`config.mk`:
```
export PLATFORM = sky130hd
export DESIGN_NAME = sid_voice_mixer
export DESIGN_NICKNAME = d
export VERILOG_FILES = /design/src/rtl/sid_voice_mixer_pkg.sv /design/src/rtl/sid_env_scale.sv /design/src/rtl/sid_voice_mixer.sv
export SDC_FILE = /design/constraint.sdc
export NUM_CORES = 1
export LEC_CHECK = 0
export BUFFER_PORTS_ARGS = -buffer_cell sky130_fd_sc_hd__buf_2
export CORE_MARGIN = 2
export CORE_UTILIZATION = 43
export CTS_CLUSTER_DIAMETER = 30
export DETAILED_ROUTE_END_ITERATION = 16
export GPL_TIMING_DRIVEN = 0
export HOLD_SLACK_MARGIN = 0.15
export PLACE_DENSITY = 0.71
export SLEW_MARGIN = 10
export SYNTH_ARGS = -nofsm -noshare
export SYNTH_HDL_FRONTEND = slang
export SYNTH_SLANG_ARGS = --single-unit
```
`constraint.sdc`:
```
create_clock -name clk -period 22.6 [get_ports clk]
set_input_delay 1.13 -clock clk [delete_from_list [all_inputs] [get_ports clk]]
set_output_delay 1.13 -clock clk [all_outputs]
set_load 0.03 [all_outputs]
```
`src/rtl/sid_voice_mixer_pkg.sv`:
```
// sid_voice_mixer_pkg: shared types and constants for the SID voice mixer.
// Holds the mix sequencer state enum, the waveform centre offset and the
// envelope scaling shift.
package sid_voice_mixer_pkg;
    typedef enum logic [2:0] {IDLE, S_V0, S_V1, S_V2, S_EXT, S_OUT} state_t;
    localparam int WAVE_CENTRE = 2048;
    localparam int ENV_SHIFT = 8;
endpackage

```
`src/rtl/sid_env_scale.sv`:
```
// sid_env_scale: centres one unsigned voice waveform around zero and scales it
// by its envelope, term = floor((wave - WAVE_CENTRE) * env / 2^ENV_SHIFT).
// Ports: wave (unsigned waveform), env (unsigned envelope), term (signed result).
module sid_env_scale
    import sid_voice_mixer_pkg::*;
#(
    parameter int WAVE_W = 12,
    parameter int ENV_W = 8
) (
    input  logic [WAVE_W-1:0]        wave,
    input  logic [ENV_W-1:0]         env,
    output logic signed [WAVE_W+1:0] term
);
    localparam int PW = WAVE_W + ENV_W + 1;
    logic [WAVE_W-1:0]   centred;
    logic signed [PW-1:0] prod;
    // Subtracting the centre modulo 2^WAVE_W just flips the MSB, giving a
    // two's-complement value without a real subtractor.
    assign centred = wave - WAVE_W'(WAVE_CENTRE);
    assign prod = PW'($signed(centred)) * PW'($signed({1'b0, env}));
    assign term = (WAVE_W+2)'(prod >>> ENV_SHIFT);
endmodule

```
`src/rtl/sid_voice_mixer.sv`:
```
// sid_voice_mixer: per-sample mixer ahead of the SID filter. Snapshots inputs
// on sample_stb, scales the three voices by their envelopes through one shared
// multiplier, then routes each voice and ext_in to the filter or bypass sum.
// Ports: clk, reset (sync, active-high), sample_stb (start pass),
//   wave0..2 / env0..2 (voice waveforms and envelopes), ext_in (signed audio),
//   filt (routing, 1 = filter), voice3off (mutes voice2 in bypass),
//   busy (pass running), filt_in (signed filter sum / 4), bypass (signed sum),
//   valid (one-cycle update pulse), overrun (sticky strobe-while-busy flag).
module sid_voice_mixer
    import sid_voice_mixer_pkg::*;
#(
    parameter int WAVE_W = 12,
    parameter int ENV_W = 8
) (
    input  logic              clk,
    input  logic              reset,
    input  logic              sample_stb,
    input  logic [WAVE_W-1:0] wave0,
    input  logic [WAVE_W-1:0] wave1,
    input  logic [WAVE_W-1:0] wave2,
    input  logic [ENV_W-1:0]  env0,
    input  logic [ENV_W-1:0]  env1,
    input  logic [ENV_W-1:0]  env2,
    input  logic [11:0]       ext_in,
    input  logic [3:0]        filt,
    input  logic              voice3off,
    output logic              busy,
    output logic [11:0]       filt_in,
    output logic [13:0]       bypass,
    output logic              valid,
    output logic              overrun
);
    state_t state, state_n;
    logic [WAVE_W-1:0] w0_s, w1_s, w2_s, wave_m;
    logic [ENV_W-1:0] e0_s, e1_s, e2_s, env_m;
    logic [11:0] ext_s;
    logic [3:0] filt_s;
    logic v3off_s;
    logic signed [WAVE_W+1:0] term;
    logic signed [13:0] acc_f, acc_b, add_val;
    logic to_f, acc_en;

    sid_env_scale #(.WAVE_W(WAVE_W), .ENV_W(ENV_W)) u_scale (
        .wave(wave_m),
        .env(env_m),
        .term(term)
    );

    always_ff @(posedge clk)
        state <= reset ? IDLE : state_n;

    always_comb begin
        busy = state != IDLE;
        state_n = state;
        case (state)
            IDLE:    state_n = sample_stb ? S_V0 : IDLE;
            S_V0:    state_n = S_V1;
            S_V1:    state_n = S_V2;
            S_V2:    state_n = S_EXT;
            S_EXT:   state_n = S_OUT;
            default: state_n = IDLE;
        endcase
    end

    always_comb begin
        wave_m = state == S_V1 ? w1_s : state == S_V2 ? w2_s : w0_s;
        env_m = state == S_V1 ? e1_s : state == S_V2 ? e2_s : e0_s;
        add_val = state == S_EXT ? {{2{ext_s[11]}}, ext_s} : 14'(term);
        to_f = state == S_V1 ? filt_s[1] : state == S_V2 ? filt_s[2] :
               state == S_EXT ? filt_s[3] : filt_s[0];
        // voice3off silences voice2 only when it is headed for bypass.
        acc_en = (state inside {S_V0, S_V1, S_V2, S_EXT}) &&
                 !(state == S_V2 && !filt_s[2] && v3off_s);
    end

    always_ff @(posedge clk) begin
        if (reset) begin
            {w0_s, w1_s, w2_s, e0_s, e1_s, e2_s} <= '0;
            ext_s <= '0;
            filt_s <= '0;
            v3off_s <= 1'b0;
            acc_f <= '0;
            acc_b <= '0;
            filt_in <= '0;
            bypass <= '0;
            valid <= 1'b0;
            overrun <= 1'b0;
        end else begin
            valid <= state == S_OUT;
            if (sample_stb && busy)
                overrun <= 1'b1;
            if (state == IDLE && sample_stb) begin
                {w0_s, w1_s, w2_s} <= {wave0, wave1, wave2};
                {e0_s, e1_s, e2_s} <= {env0, env1, env2};
                ext_s <= ext_in;
                filt_s <= filt;
                v3off_s <= voice3off;
                acc_f <= '0;
                acc_b <= '0;
            end else if (acc_en) begin
                if (to_f)
                    acc_f <= acc_f + add_val;
                else
                    acc_b <= acc_b + add_val;
            end
            if (state == S_OUT) begin
                filt_in <= 12'(acc_f >>> 2);
                bypass <= acc_b;
            end
        end
    end
endmodule

```
==> Yosys cells after proc, flatten, opt, wreduce, memory -nomap -nowiden <==
Index checks and enable logic that the tools add are counted.
{ "op_classes": {"bitwise": 1, "muxes": 10, "n_addsub": 3, "eq_ne": 5, "reduce_logical": 13, "n_mul": 1} }
{ "ops": {"columns": ["op", "n"], "rows": [
  ["14-bit adder", 2],
  ["12-bit two-way mux", 2],
  ["12-bit by 9-bit multiplier with 21-bit output", 1],
  ["8-bit two-way mux", 2],
  ["3-bit case mux with 5 select lines", 1],
  ["14-bit two-way mux", 1],
  ["12-bit subtractor, second input constant", 1],
  ["3-bit by 2-bit equality test with 1-bit output, second input constant", 2],
  ["3-bit equality test, second input constant", 2],
  ["1-bit logical AND", 5],
  ["1-bit two-way mux", 4],
  ["2-bit AND reduction", 2],
  ["4-bit nonzero test", 1],
  ["3-bit by 1-bit equality test with 1-bit output, second input constant", 1],
  ["3-bit logical NOT", 1],
  ["3-bit nonzero test", 1],
  ["1-bit logical NOT", 2],
  ["2-bit OR reduction", 1],
  ["1-bit NOT", 1]
]} }
{ "totals": {"in_bits": 80, "word_cells": 49, "register_bits": 136} }

==> Longest topological paths before layout <==
Gate-level depths: netlist of the first run.
{ "depth": {"word_depth": 7, "ltp_mapped": 34, "mapped_depth_nobuf": 31} }

==> Hierarchy <==
A second synthesis of the first run with hierarchy kept.
{ "unflattened": {"hier_cells": 1241, "hier_area_um2": 10211.0} }
{ "by_module_without_submodules": {"columns": ["mod", "seq_area_each_um2", "instances", "area_each_um2", "cells_per_inst"], "rows": [
  ["sid_voice_mixer", 2722.6, 1, 6610.1, 822],
  ["sid_env_scale", 0.0, 1, 3601.0, 419]
]} }

==> Worst setup path after synthesis of the first run <==
OpenSTA, ideal clock, no wires.
{ "synth_path": {"kind": "reg-to-reg", "from": "register state[0]", "to": "register acc_b[13]", "path_buffers": 3, "slack_ns": 14.763, "arrival_time_ns": 7.766, "t_required_ns": 22.528, "setup_time_ns": 0.072, "stages_incl_launch_ff": 33, "path_cell_list": "dfxtp_1 buf_6 clkbuf_1 clkbuf_1 mux2i_1 o21ai_0 nand2_1 fa_1 inv_1 fa_1 inv_1 fa_1 fa_1 inv_1 ha_1 a21o_1 a21o_1 a21o_1 o31a_1 a21oi_1 nor2b_1 nor2_1 xor2_1 o21ai_0 ha_1 o21a_1 a21o_1 a41oi_1 o21ai_0 and3_1 or3b_2 mux2i_1 mux2i_1"} }
{ "synth_between": {"elab_chain_cells": 7, "elab_cells_between_ends": 25, "cone_classes": "add/sub (2); mul (1); eq/ne (4); mux (8); bitwise (1); reduce/logical (9)"} }
{ "synth_lines": {"columns": ["item", "line_no", "text"], "rows": [
  ["from (decl)", "sid_voice_mixer.sv:33", "state_t state, state_n;"],
  ["from (signal assigned)", "sid_voice_mixer.sv:50", "state <= reset ? IDLE : state_n;"],
  ["3-bit by 2-bit equality test with 1-bit output", null, null],
  ["12-bit two-way mux (2 in series)", "sid_voice_mixer.sv:66", "wave_m = state == S_V1 ? w1_s : state == S_V2 ? w2_s : w0_s;"],
  ["12-bit subtractor", "sid_env_scale.sv:19", "assign centred = wave - WAVE_W'(WAVE_CENTRE);"],
  ["12-bit by 9-bit multiplier with 21-bit output", "sid_env_scale.sv:20", "assign prod = PW'($signed(centred)) * PW'($signed({1'b0, env}));"],
  ["14-bit two-way mux", "sid_voice_mixer.sv:68", "add_val = state == S_EXT ? {{2{ext_s[11]}}, ext_s} : 14'(term);"],
  ["14-bit adder", "sid_voice_mixer.sv:104", "acc_b <= acc_b + add_val;"],
  ["to (signal assigned)", "sid_voice_mixer.sv:104", null],
  ["to (decl)", "sid_voice_mixer.sv:40", "logic signed [13:0] acc_f, acc_b, add_val;"]
]} }
Parallel ways exist; a longest one is shown, timed or not.
A chain may end at the register's enable or synchronous reset.

==> Final worst setup path of the first run <==
Ends and elaborated chain as after synthesis.

==> metrics.txt, run 1 <==
outcome complete, no violations; cells after synthesis 1205; # port buffers 108; worst-path fanout max 10; CP Buf/Inv Count 6; Synth Net Count 1434; critical path data arrival time ~10 ns; Cells after DPL 1598; Top FF cell, synth dfxtp_1; area of the die 23900 µm²; # diodes 0; clock group share of total power 27.7%; CTS max path bufs 2; Internal 601 µW; Max Clock Freq 104 MHz; Reg power frac 27.1%; Seq cells post-synth 136; peak supply drop 0.0613 mV; Crit-path slowest cell clkbuf_1; gp weighted congestion 0.910; post-layout min period 9.64 ns; Final Max Tran Viols 0; Synth top cells by count nand2_1 (291), a21oi_1 (148), dfxtp_1 (136); chip width 155 µm; required time of the worst setup path 22.97 ns; 1st-pass router iterations 5; period utilization 42.6%; Worst Setup Start Kind register; most common cell in the netlist nand2_1; I/O pins 109; post-synth cell types 52; Post-DP HPWL 20700 µm; CP Capture Type register; DRC 0; most frequent CP cell fa_1; core area 22400 µm²; Yosys top cell area share 27.9%; Worst path max stage delay 0.71 ns; PwrDens 89.8 nW/µm²; nets 1561; synthesized cell area 9750 µm²; setup violators final 0; clock sinks about 140; Setup CP Type reg2reg; DR vias 8531; fin area 11200 µm²; clock-pin transition on the worst setup and hold timing paths ~0.070 ns; Max-slew headroom approximately two fifths; fin cells between 1500 and 2000; ANT nets after route 0; largest net degree at the start of global routing 17; row count between 50 and 60; post-CTS setup buffers 0; die height 155 µm; Avg Vias per Cell 5.23; # H-tree levels 4; PnR worst setup slack 12.96 ns; sw frac 40.4%; switching power 408 µW; first-pass GRT wire length 41200 µm; drt total wl 25800 µm; Mapped Avg Cell Area 8.09 µm²; Layout area overhead 15.2%; CTS tree done; ys async rst share 0%; Hold Path Class reg2reg; Worst Skew approximately 0.012 ns; Fin Setup TNS 0 ns; final design utilization about 50%; gr ovfl total 0; dpl cell area approximately 11000 µm²; Initial Utilization a little over two fifths; root buf cell clkbuf_16; vias in the first global route 8289; number of synthesized flops with an enable pin 0; combinational power share a little under half; Clock Latency Late Sink about 0.43 ns; total of max-cap violations 0; final hold viol count 0; number of DRC markers in iteration 0 483; Top delay family on crit path compound AO/OA/AOI/OAI gates; gr usage total 22.0%; top area cells in the synthesized netlist dfxtp_1 (28%), fa_1 (16%), nand2_1 (11%); Synth area leader dfxtp_1; Yosys warnings 0; pre-CTS WS 13.04 ns; leakage 5.19 nW; register area share after synthesis 27.9%; worst slew pin tran 0.868 ns; initial antenna violation count 0; CTS resizes 0; layout cells sized above 1 11.9%; Hold Buf Count CTS 0; RSZ-0062 raised after global routing no; CTS Buf Count 17; per-cell routed wire length 15.9 µm
## flip-flops by register name, summed over array words and instances, names as in the netlist
signal	flops
acc_f	14
e1_s	8
filt_in	12
e0_s	8
v3off_s	1
w2_s	12
ext_s	12
valid	1
state	3
w0_s	12
w1_s	12
e2_s	8
bypass	14
filt_s	4
acc_b	14
overrun	1
## path summary, 6_finish.rpt
check,startpoint,depth (start not counted),endpoint,slack [ns]
worst max-delay path,state[0],31,acc_b[13],12.96
worst min-delay path,e0_s[0],2,e0_s[0],0.45
worst max register to register,state[0],31,acc_b[13],12.96
worst min register to register,e0_s[0],2,e0_s[0],0.45
## stage by stage
| stage | hold slack [ns] | power [mW] |
|---|---|---|
| after floorplan | 0.433 | 0.617 |
| after global placement | 0.441 | 0.717 |
| after detailed placement | 0.446 | 0.729 |
| after CTS | 0.454 | 1.01 |
| after global routing | 0.476 | 1.08 |
| final | 0.452 | 1.01 |
## cells in the final DEF (no fill, tap or decap), drive strengths merged, types with 4 or more instances in the layout
master,Yosys,final
nand2b,7,7
mux2i,38,38
o21a,15,15
a21oi,148,148
clkinv,0,5
clkbuf,52,71
xnor2,23,23
o21bai,6,6
nor2b,6,6
fa,79,79
inv,111,118
nand3,8,8
dfxtp,136,136
buf,6,114
nor2,96,96
nand2,291,291
mux2,6,6
a21o,12,12
nor3,7,7
ha,70,70
or2,4,4
and2,4,4
or3,4,4
o21ai,33,33
xor2,14,14
## layout make-up
class | count | area, µm²
fillers | 2164 | 11200
multi-input cells | 900 | 6370
flip-flops and latches | 136 | 2720
repair buffers | 108 | 541
clock buffers | 19 | 453
inverters | 111 | 417
well taps | 285 | 357
plain buffers | 58 | 236
clock inverters | 13 | 135
## power by group through the flow
stage / logic, mW / registers (mW) / clock network (mW)
after floorplan: 0.343 / 0.274 / 0
after global placement: 0.439 / 0.278 / 0
after detailed placement: 0.450 / 0.278 / 0
after CTS: 0.456 / 0.273 / 0.282
final: 0.456 / 0.273 / 0.279
after global routing: 0.513 / 0.275 / 0.291
## worst reg2reg max path, delay by kind of cell, from the launching register on
| kind | cells | cell delay, ns |
|---|---|---|
| muxes | 3 | 0.80 |
| and+or+nand+nor | 4 | 0.93 |
| xor gates and xnor gates | 1 | 0.11 |
| AOI/OAI and AO/OA | 11 | 2.98 |
| adders and majority gates | 6 | 2.74 |
| buffers and inverters | 6 | 1.65 |
| DFF | 1 | 0.35 |
## layer usage
metal  wire [µm]  part of all wire, %  track usage, %  vias to the layer above
met5           0                    0               0                        -
met4         871                  3.4            8.47                        0
met3        1470                  5.7            4.46                       51
met2       12400                   48            36.9                      228
met1       11100                   43            28.1                     4100
li1            -                    -               -                     4152
## logic make-up (layout without fill, tap and decap cells)
group | count (synthesis) | count (layout) | synth area share, %
AO/OA/AOI/OAI | 234 | 234 | 13.7
XOR/XNOR | 37 | 37 | 3.32
adder cells (fa/ha/maj) | 149 | 149 | 25.2
buffers and inverters | 169 | 309 | 6.70
flip-flops | 136 | 136 | 27.9
multiplexers | 44 | 44 | 5.01
AND/OR/NAND/NOR | 436 | 436 | 18.1
No activity file was read; power rests on OpenSTA's default activity.
==> inputs of run 2 (changes only) <==
PLACE_DENSITY = 0.73   (was 0.71)
clock period = 8.23 ns   (was 22.6 ns; I/O delays follow)
==> run 2 against run 1 <==
Net effect: cell area is 0.63% higher; die area stayed put; utilization is 0.32 points higher; clock skew is 0.0063 ns higher; total power grew to 2.8 times the previous value; non-clock buffer count is 3 higher; wire length is 1.2% lower; maximum frequency is 22% higher; largest power group unchanged; highest routed layer unchanged.
==> metrics.txt, run 2 (synthesized netlist as in run 1, its figures left out) <==
outcome complete, no violations; switching power 1.13 mW (+180%); gr ovfl total 0 (unchanged); largest net degree at the start of global routing 20 (+3); Avg Vias per Cell 5.20 (-0.58%); # port buffers 108 (unchanged); 1st-pass router iterations 5 (unchanged); sw frac 40.6% (+0.17 points); final hold viol count 0 (unchanged); drt total wl 25500 µm (-1.2%); most frequent CP cell fa_1; PwrDens 247 nW/µm² (+170%); CTS Buf Count 17 (unchanged); CTS tree done; initial antenna violation count 0 (unchanged); clock group share of total power 27.0% (-0.7 points); first-pass GRT wire length 40800 µm (-0.97%); worst-path fanout max 19 (+9); ANT nets after route 0 (unchanged); Setup CP Type reg2reg; Initial Utilization 43.5% (unchanged); Internal 1.66 mW (+180%); per-cell routed wire length 15.6 µm (-1.4%); GR Util met3 3.92% (-0.53 points); clock-pin transition on the worst setup and hold timing paths 0.07 ns (about the same); Worst Skew 0.0179 ns (+0.00634 ns); CTS max path bufs 2 (unchanged); GRT busiest layer met2; Max Clock Freq 126 MHz (+22%); DR vias 8497 (-0.40%); required time of the worst setup path 8.60 ns (-14.37 ns); Worst path max stage delay 0.54 ns (-0.17 ns); CP Capture Type register; vias in the first global route 8115 (-2.1%); combinational power share 46.0% (+0.8 points); period utilization 96.1% (+53 points); gp weighted congestion 0.913 (+0.35%); total of max-cap violations 0 (unchanged); Post-DP HPWL 20400 µm (-1.7%); root buf cell clkbuf_16; setup violators final 0 (unchanged); Hold Path Class in2reg; chip width 155 µm (unchanged); clock sinks 136 (unchanged); grt met2 use 37.6% (+0.79 points); number of DRC markers in iteration 0 583 (+21%); die height 155 µm (unchanged); post-layout min period 7.91 ns (-1.73 ns); Max-slew headroom 35.2% (-6.3 points); layout cells sized above 1 13.5% (+1.6 points); Clock Latency Late Sink 0.44 ns (about the same); # H-tree levels 4 (unchanged); peak supply drop 0.163 mV (+170%); gr usage total 21.7% (-0.32 points); row count 55 (unchanged); leakage 5.22 nW (+0.54%); core area 22400 µm² (unchanged); nets 1564 (+0.19%); Largest regs acc_b (14), acc_f (14), bypass (14); final design utilization 50.4% (+0.32 points); I/O pins 109 (unchanged); global-route met1 utilization 27.8% (-0.26 points); Final Max Tran Viols 0 (unchanged); Hold WS 0.218 ns (-0.234 ns); critical path data arrival time 8.27 ns (-1.73 ns); Fill cells 2132 (-1.5%); worst slew pin tran 0.969 ns (+0.101 ns); most common cell after layout, fill and taps aside nand2_1; Layout area overhead 16.0%; DRC 0 (unchanged); Crit-path slowest cell fa_1; Worst Setup Start Kind register; most frequent cells in the layout nand2_1 (291), a21oi_1 (144), dfxtp_1 (135), inv_1 (111), buf_2 (108); area of the die 23900 µm² (unchanged); Reg power frac 26.9% (-0.2 points); # diodes 0 (unchanged)
## run 2: cell types whose count changed in the layout (fill, tap and decap cells not counted), moves of 3 or more
cell and change:
a21oi_1 -4, a21oi_2 +4, buf_4 +4, clkbuf_1 -8
clkbuf_2 +4, o21ai_0 -10, o21ai_1 +7, o21ai_2 +3
## run 2: worst paths after layout
check / startpoint / to / slack [ns] / depth (start not counted)
max: state[0] / acc_b[13] / 0.32 / 29
min: env1[7] / e1_s[7] / 0.22 / 3
max reg2reg: state[0] / acc_b[13] / 0.32 / 29
min reg2reg: w1_s[10] / w1_s[10] / 0.45 / 2
## run 2: through the flow
| step | instances | total power, mW | area [µm²] | setup TNS (ns) | setup slack [ns] |
|---|---|---|---|---|---|
| after CTS | 1629 | 2.77 | 11200 | 0 | 0.0268 |
| after global routing | 1633 | 2.97 | 11300 | -0.0131 | -0.0131 |
| after floorplan | 1205 | 1.69 | 9750 | 0 | 0.393 |
| after detailed placement | 1598 | 2.00 | 10600 | -8.15 | -1.34 |
| final | 1633 | 2.79 | 11300 | 0 | 0.323 |
| after global placement | 1598 | 1.96 | 10600 | -6.45 | -1.24 |
## run 2: power by group through the flow
stage          Clock [mW]  Sequential, mW  Combinational [mW]
2_1_floorplan           0           0.753               0.941
3_3_place_gp            0           0.763                1.20
3_5_place_dp            0           0.765                1.23
4_1_cts             0.756           0.751                1.27
5_1_grt             0.788           0.757                1.43
6_report            0.753           0.752                1.28
## run 2: layout make-up
class	count	area (µm²)	share of cell area, %
clock buffers	18	439	3.88
flip-flops and latches	136	2720	24.1
clock inverters	14	136	1.21
well taps	285	357	3.15
inverters	111	417	3.69
plain buffers	57	249	2.20
repair buffers	112	571	5.05
multi-input cells	900	6410	56.7
## run 2: metal layers
metal	vias up	routed length [µm]
met5	-	0
met4	0	483
met3	37	1460
met2	232	12700
met1	4063	10800
li1	4165	-
## run 2: critical path: cells and delay by family, from the launching register on
kind            cells  cell delay (ns)
compound gates     11             2.50
xor+xnor            1             0.13
fa+ha+maj           6             2.61
buf+inv             4             0.57
flops               1             0.35
mux                 3             0.77
simple gates        4             0.92
## run 2: what timing repair did
item / CTS / global route
resized for setup: 14 / 23
hold buffers: 0 / 0
endpoints found under the setup margin: 16 / 4
pin swaps: 0 / 3
setup buffers: 0 / 4
==> inputs of run 3 (changes only) <==
CORE_MARGIN = 5   (was 2)
PLACE_DENSITY = 0.71   (was 0.73)
clock period = 10.25 ns   (was 8.23 ns; I/O delays follow)
==> run 3 against run 2 <==
Net effect: global-route usage decreased by 0.79 points; sequential share of layout area rose by 0.16 points; combinational power is 21% lower; sequential power is 20% lower; via count down 0.47%; sequential cell count is the same; hold slack better by 0.097 ns; wire length rose by 4.5%; cell area is 0.72% lower; clock-buffer cell count grew 2; largest power group unchanged; highest routed layer unchanged.
==> metrics.txt, run 3 (synthesized netlist as in run 1, its figures left out) <==
chip width 161 µm (+3.9%); Setup CP Type reg2reg; area of the multi-input gates 6370 µm² (-0.62%); I/O pins 109 (unchanged); Worst Setup Start Kind register; Hold Buf Count CTS 0 (unchanged); # port buffers 108 (unchanged); Hold Path Class in2reg; gp weighted congestion 0.925 (+1.3%); DR vias 8457 (-0.47%); RSZ-0062 raised after global routing no; leakage 5.17 nW (-0.95%); Fill cells 2134 (+0.094%); Worst path max stage delay 0.74 ns (+0.20 ns); root buf cell clkbuf_16; hold path startpoint wave1[2]; worst slew pin tran 0.932 ns (-0.0363 ns); number of DRC markers in iteration 0 436 (-25%); most frequent cells in the layout nand2_1 (291), a21oi_1 (148), dfxtp_1 (136), inv_1 (111), buf_2 (108); grt met2 use 36.0% (-1.6 points); drt total wl 26700 µm (+4.5%); Avg Vias per Cell 5.19 (-0.35%); row count 55 (unchanged); Clock Latency Late Sink 0.43 ns (about the same); outcome complete, no violations; DRC 0 (unchanged); Layout area overhead 15.1%; CTS max path bufs 2 (unchanged); sw frac 40.3% (-0.32 points); pre-CTS WS 0.647 ns (+1.99 ns); final hold viol count 0 (unchanged); vias in the first global route 8496 (+4.7%); ANT nets after route 0 (unchanged); nets 1561 (-0.19%); GR Util met3 4.57% (+0.64 points); CTS Buf Count 17 (unchanged); CTS tree done; 1st-pass router iterations 5 (unchanged); layout cells sized above 1 11.8% (-1.7 points); total power draw 2.21 mW (-21%); Max Clock Freq 103 MHz (-18%); largest net degree at the start of global routing 17 (-15%); worst r2r src state[0]; Max-slew headroom 37.2% (+2.0 points); clock sinks 136 (unchanged); combinational power share 45.6% (-0.4 points); clock-pin transition on the worst setup and hold timing paths 0.07 ns (about the same); Initial Utilization 43.3% (-0.13 points); Fin Setup TNS 0 ns (unchanged); post-layout min period 9.67 ns (+1.77 ns); most frequent CP cell o21ai_0; required time of the worst setup path 10.62 ns (+2.02 ns); Crit-path slowest cell o21ai_0; global-route met1 utilization 26.1% (-1.7 points); worst-path fanout max 10 (-9); PnR worst setup slack 0.576 ns (+0.253 ns); CTS resizes 0 (-14); gr ovfl total 0 (unchanged); setup violators final 0 (unchanged); peak supply drop 0.130 mV (-21%); gr usage total 20.9% (-0.79 points); per-cell routed wire length 16.4 µm (+4.6%); period utilization 94.4% (-1.7 points); GRT busiest layer met2; die height 161 µm (+3.9%); PwrDens 197 nW/µm² (-20%); critical path data arrival time 10.04 ns (+1.77 ns); Setup crit start state[0]; CP Capture Type register; Post-DP HPWL 21200 µm (+4.2%); Internal 1.32 mW (-20%); post-CTS setup buffers 0 (unchanged); Worst Skew 0.0107 ns (-0.00724 ns); clock group share of total power 27.1% (about the same); # H-tree levels 4 (unchanged); switching power 890 µW (-21%); Largest regs acc_b (14), acc_f (14), bypass (14); Final Max Tran Viols 0 (unchanged); first-pass GRT wire length 43000 µm (+5.3%); core area 22500 µm² (+0.31%); flip-flop and latch area 2720 µm² (about the same); total of max-cap violations 0 (unchanged); initial antenna violation count 0 (unchanged); Reg power frac 27.2% (+0.3 points); area of the die 25800 µm² (+7.9%); most common cell after layout, fill and taps aside nand2_1
run 3: worst paths after layout:
check	end	slack, ns	depth (start not counted)
worst max-delay path	acc_b[13]	0.58	29
worst min-delay path	w1_s[2]	0.31	3
worst max register to register	acc_b[13]	0.58	29
worst min register to register	e2_s[7]	0.45	2
run 3: power groups by stage:
| stage | Clock (mW) | Sequential (mW) | Combinational [mW] |
|---|---|---|---|
| 5_1_grt | 0.629 | 0.608 | 1.13 |
| 4_1_cts | 0.605 | 0.602 | 1.01 |
| 3_3_place_gp | 0 | 0.612 | 0.969 |
| 6_report | 0.600 | 0.602 | 1.01 |
| 2_1_floorplan | 0 | 0.605 | 0.755 |
| 3_5_place_dp | 0 | 0.614 | 0.992 |
run 3: worst max-delay path, delay by kind of cell (launching register included):
family	cells	cell delay, ns
compound gates	10	3.19
xor+xnor	1	0.11
fa+ha+maj	6	2.74
buf+inv	6	1.66
flops	1	0.35
mux	3	0.71
simple gates	3	0.87
run 3: area by class of cell:
type / instances / area share, %
antenna: 1 / 0.0223
buffer: 58 / 2.11
clock buffer: 20 / 4.07
clock inverter: 12 / 1.06
inverter: 111 / 3.71
multi-input combinational: 900 / 56.8
sequential: 136 / 24.3
tap: 285 / 3.18
timing repair buffer: 108 / 4.82
run 3: metrics by stage:
step	utilization, %	instance area [µm²]	std cells	hold slack [ns]
after CTS	49.9	11200	1630	0.312
after floorplan	-	9750	1205	0.433
after detailed placement	47.3	10600	1598	0.445
after global placement	47.3	10600	1598	0.439
after global routing	49.9	11200	1630	0.318
final	49.9	11200	1631	0.315
run 3: metal layers:
metal / wire length (µm) / share of wire (%) / vias to the layer above
met5: 0 / 0 / -
met4: 744 / 2.8 / 0
met3: 1540 / 5.8 / 57
met2: 13200 / 49 / 225
met1: 11200 / 42 / 4025
li1: - / - / 4150
